$ cat src/rtl/io_port_bridge.sv
// Peripheral bridge for the processor's in/out instructions: an output FIFO drained
// onto a transmit channel and an input FIFO filled from a receive channel.
module io_port_bridge #(
    parameter int DATA_W    = 16,
    parameter int OUT_DEPTH = 4,
    parameter int IN_DEPTH  = 4
) (
    input  logic              clk,
    input  logic              reset,
    input  logic              cpu_out_we,
    input  logic [DATA_W-1:0] cpu_out_data,
    input  logic              cpu_in_re,
    output logic [DATA_W-1:0] cpu_in_data,
    output logic [DATA_W-1:0] ext_tx_data,
    output logic              ext_tx_valid,
    input  logic              ext_tx_ready,
    input  logic [DATA_W-1:0] ext_rx_data,
    input  logic              ext_rx_valid,
    output logic              ext_rx_ready,
    input  logic              clr_flags,
    output logic              out_full,
    output logic              out_overflow,
    output logic              in_empty,
    output logic              in_underflow
);

    localparam int OAW = $clog2(OUT_DEPTH);
    localparam int IAW = $clog2(IN_DEPTH);
    localparam logic [OAW:0] OUT_MAX = (OAW + 1)'(OUT_DEPTH);
    localparam logic [IAW:0] IN_MAX  = (IAW + 1)'(IN_DEPTH);

    // Handshake: a word moves across a channel on a rising edge where valid and ready
    // are both 1; the holder keeps valid and data stable until that edge.

    logic [DATA_W-1:0] out_mem [OUT_DEPTH];
    logic [OAW-1:0]    out_rd, out_wr;
    logic [OAW:0]      out_cnt;
    logic              out_push, out_pop, out_ovf_evt;

    logic [DATA_W-1:0] in_mem [IN_DEPTH];
    logic [IAW-1:0]    in_rd, in_wr;
    logic [IAW:0]      in_cnt;
    logic              in_push, in_pop, in_unf_evt;

    // All outputs below depend only on registered state.
    assign out_full     = (out_cnt == OUT_MAX);
    assign ext_tx_valid = (out_cnt != '0);
    assign ext_tx_data  = out_mem[out_rd];

    assign in_empty     = (in_cnt == '0);
    assign ext_rx_ready = (in_cnt != IN_MAX);
    assign cpu_in_data  = in_empty ? '0 : in_mem[in_rd];

    assign out_pop     = ext_tx_valid & ext_tx_ready;
    assign out_push    = cpu_out_we & (~out_full | out_pop);
    assign out_ovf_evt = cpu_out_we & out_full & ~out_pop;

    assign in_push    = ext_rx_valid & ext_rx_ready;
    assign in_pop     = cpu_in_re & ~in_empty;
    assign in_unf_evt = cpu_in_re & in_empty;

    always_ff @(posedge clk) begin
        if (out_push) out_mem[out_wr] <= cpu_out_data;
        if (in_push)  in_mem[in_wr]   <= ext_rx_data;
    end

    always_ff @(posedge clk or posedge reset) begin
        if (reset) begin
            out_rd  <= '0;
            out_wr  <= '0;
            out_cnt <= '0;
        end else begin
            if (out_push) out_wr <= out_wr + 1'b1;
            if (out_pop)  out_rd <= out_rd + 1'b1;
            case ({out_push, out_pop})
                2'b10:   out_cnt <= out_cnt + 1'b1;
                2'b01:   out_cnt <= out_cnt - 1'b1;
                default: out_cnt <= out_cnt;
            endcase
        end
    end

    always_ff @(posedge clk or posedge reset) begin
        if (reset) begin
            in_rd  <= '0;
            in_wr  <= '0;
            in_cnt <= '0;
        end else begin
            if (in_push) in_wr <= in_wr + 1'b1;
            if (in_pop)  in_rd <= in_rd + 1'b1;
            case ({in_push, in_pop})
                2'b10:   in_cnt <= in_cnt + 1'b1;
                2'b01:   in_cnt <= in_cnt - 1'b1;
                default: in_cnt <= in_cnt;
            endcase
        end
    end

    // A fresh event outranks a clear arriving on the same edge.
    always_ff @(posedge clk or posedge reset) begin
        if (reset) begin
            out_overflow <= 1'b0;
            in_underflow <= 1'b0;
        end else begin
            if (out_ovf_evt)    out_overflow <= 1'b1;
            else if (clr_flags) out_overflow <= 1'b0;
            if (in_unf_evt)     in_underflow <= 1'b1;
            else if (clr_flags) in_underflow <= 1'b0;
        end
    end

endmodule

$ cat config.mk
export PLATFORM = sky130hd
export DESIGN_NAME = io_port_bridge
export DESIGN_NICKNAME = d
export VERILOG_FILES = /design/src/rtl/io_port_bridge.sv
export SDC_FILE = /design/constraint.sdc
export NUM_CORES = 1
export LEC_CHECK = 0
export CORE_MARGIN = 2
export CORE_UTILIZATION = 35
export CTS_CLUSTER_SIZE = 14
export DETAILED_ROUTE_END_ITERATION = 6
export GPL_TIMING_DRIVEN = 0
export HOLD_SLACK_MARGIN = 0.05
export PLACE_DENSITY = 0.59
export SYNTH_ARGS = -nofsm -noshare
export SYNTH_HDL_FRONTEND = slang
export SYNTH_SLANG_ARGS = --single-unit
$ cat constraint.sdc
create_clock -name clk -period 5.05 [get_ports clk]
set_clock_uncertainty 0.15 [all_clocks]
set_input_delay 1.01 -clock clk [delete_from_list [all_inputs] [get_ports clk]]
set_output_delay 1.01 -clock clk [all_outputs]
set_load 0.05 [all_outputs]
==> flow_summary.ini <==
[global_routing]
antenna_found_initial = 0
grt_pass1_vias = 3043
grt_util_all_layers = 0.1283
grt_pass1_wl_um = 16570
grt_max_degree = 17
grt_overflow = 0

[logic_synthesis]
synth-warning-count = 0
synth_async_sr_flop_share = 0.1111
synthCells = 286
synth_edf_count = 128
synth.distinct_cells = 40
synth_top_cell_area_share = 0.6626
ys_ff_latch = 144
synth_area_leaders = edfxtp_1 (66%), mux4_2 (7.8%), dfrtp_1 (6.9%)
yosysTopAreaCell = edfxtp_1
syn_area_um2 = 5801
avgSynthCellArea_um2 = 20.28
synth_nets = 336
yosysSeqAreaShare = 0.7317
synthFlopType = edfxtp_1

[critical_path]
worstSetupEndpointType = output port
slowest_stage = clkdlybuf4s50_1
crit_type = flip-flop to output port
arrival_ps = 2690
path_buf_inv = 3
cp_slowest_stage_delay_ps = 850
cp_top_family = buffers and inverters
worst_setup_path_start_kind = flip-flop
path_max_fanout = 10
path_cells = nor3_1 > clkbuf_1 > buf_2 > clkdlybuf4s50_1
required_ps = 3890

[placement]
place.gp.congestion = 0.6997
place_area_um2 = 6817
portBuffers = 74
pre_cts_ws_ps = 1557
hpwl_um = 6609
placed_cells = 580

[routing]
met3_length_um = 458
wl_um = 10470
first_pass_iters = 4
vias = 2837
via_per_inst = 4.636
wl_per_cell_um = 17.11
ant_nets = 0
routed.top_layer = met4
drt-met1-wl_um = 4709
wl_met2_um = 5139
drtIter0Drc = 144
drc = 0

[clock_network]
path_clk_slew_ps = 60
cts.htree.levels = 4
clockBufferDepth = 2
clock_latency_ps = 410
postCtsSetupBuffers = 0
cts.sinks = 144
numCtsBuffers = 17
hold_buffers = 0
cts_resized = 0
cts_tree = yes
ctsRootBufferMaster = clkbuf_16

[sta]
tns_ps = 0
fin_crit_ps = 3851
finalHoldViolCount = 0
worst_slack_ps = 1199
slew_violations = 0
tightest_slew_ps = 878.9
finalSetupViolations = 0
fmax_ghz = 0.2597
rsz0062_at_grt = false
period_share = 0.7625
relSlewSlack = 0.4141

[final_layout]
fin_util = 0.4493
antenna_cells = 0
drive_gt1_frac = 0.1684
instances_no_fill = 612
syn_to_final_growth_pct = 27.09
finalNetCount = 429
post-route-cell-area_um2 = 7372

[power]
combinationalPowerShare = 0.431
p_sw_w = 0.001870
pwr-share-clk = 0.234
pwr-share-seq = 0.335
leakage_nw = 2.576
p_per_area_nw_per_um2 = 680.8
switching_share = 0.3726
p_int_w = 0.003149
peakVddDrop_mv = 0.5360

[floorplan]
die_w_um = 132.7
core-area_um2 = 16410
dieArea_um2 = 17620
rows = 47
initial_core_util = 0.3535
ios = 77
die_y_um = 132.7

[job]
cap_violations = 0

[status]
status = completed

[worst_hold_path]
hp-class = flip-flop to flip-flop
area by class of cell:
class                           instances  area (um^2)
Clock buffer                           21        440.4
Fill cell                            1429         9035
Inverter                               14        52.55
Timing Repair Buffer                   74        740.7
Tap cell                              220        275.3
Buffer                                 12        85.08
Sequential cell                       144         4244
Multi-Input combinational cell        116         1419
Clock inverter                         11        115.1
flip-flops by register name, indices dropped and copies added, names as in the netlist:
| register | flops |
|---|---|
| in_mem | 64 |
| out_mem | 64 |
| in_cnt | 3 |
| out_cnt | 3 |
| in_rd | 2 |
| in_wr | 2 |
| out_rd | 2 |
| out_wr | 2 |
| in_underflow | 1 |
| out_overflow | 1 |
layout by cell type (no fill, tap or decap), types with 2 or more instances in the layout:
| master | synthesis | layout |
|---|---|---|
| dfrtp_1 | 16 | 16 |
| mux4_2 | 20 | 20 |
| and3_2 | 4 | 4 |
| o21ai_0 | 3 | 3 |
| bufinv_16 | 0 | 2 |
| mux4_1 | 12 | 12 |
| xor2_1 | 5 | 5 |
| and2_1 | 5 | 5 |
| xnor2_1 | 6 | 6 |
| nand3_1 | 2 | 2 |
| clkinvlp_4 | 0 | 4 |
| buf_4 | 2 | 2 |
| edfxtp_1 | 128 | 128 |
| buf_2 | 7 | 7 |
| nor2b_1 | 14 | 14 |
| fa_1 | 2 | 2 |
| clkbuf_16 | 0 | 17 |
| inv_1 | 14 | 14 |
| clkinv_1 | 0 | 3 |
| nor2_1 | 6 | 6 |
| ha_1 | 9 | 9 |
| clkdlybuf4s50_1 | 0 | 74 |
| nand2_1 | 5 | 5 |
| or3_1 | 2 | 2 |
| and2b_1 | 4 | 4 |
| clkbuf_1 | 1 | 5 |
routing by layer:
layer / global-route usage / vias to the layer above
li1: - / 1313
met1: 0.1617 / 1434
met2: 0.2070 / 76
met3: 0.04023 / 14
met4: 0.05197 / 0
met5: 0 / -
cell families after synthesis:
| logic type | share of synthesized area |
|---|---|
| muxes | 0.1383 |
| adders and majority gates | 0.02632 |
| AOI/OAI and AO/OA | 0.01014 |
| and+or+nand+nor | 0.05328 |
| buffers and inverters | 0.02373 |
| DFF | 0.7317 |
| xor gates and xnor gates | 0.01661 |
through the flow:
stage	hold WS, ps	total power (W)
floorplan	306.4	0.003231
global placement	332.9	0.003873
detailed placement	341.1	0.003902
CTS	350.7	0.005095
global route	367.5	0.005271
finish	342.1	0.005019
power by group through the flow:
stage               Sequential, W  Combinational, W  Clock [W]
floorplan                 0.00169           0.00154          0
global placement          0.00169           0.00218          0
detailed placement        0.00171           0.00219          0
CTS                       0.00169           0.00220    0.00120
global route              0.00171           0.00230    0.00126
finish                    0.00168           0.00216    0.00118
cell usage after synthesis, types with 2 or more instances:
cell type  number
nand2_1         5
mux4_1         12
nor2b_1        14
dfrtp_1        16
nand3_1         2
nor2_1          6
xor2_1          5
and3_2          4
buf_4           2
o21ai_0         3
ha_1            9
and2b_1         4
and2_1          5
or3_1           2
fa_1            2
edfxtp_1      128
inv_1          14
xnor2_1         6
buf_2           7
mux4_2         20
worst paths after layout:
path | start | end | slack (ps) | cells past startpoint
setup / recovery | in_cnt[0] | in_empty | 1200 | 4
hold / removal | in_cnt[2] | in_cnt[2] | 340 | 1
setup reg to reg | in_cnt[0] | in_cnt[2] | 2680 | 9
hold reg to reg | in_cnt[2] | in_cnt[2] | 340 | 1
max in group asynchronous | reset | in_rd[1] | 3400 | 2
min in group asynchronous | reset | in_underflow | 880 | 2
worst reg2reg max path, cell delays in order, from the launching register on:
cell and delay, ps:
dfrtp_1 420, or3b_4 450, and2_4 190, inv_1 60
ha_1 170, inv_1 60, fa_1 370, xor2_1 150
nor2_1 110, xor2_1 160
(Power assumes the default switching activity.)
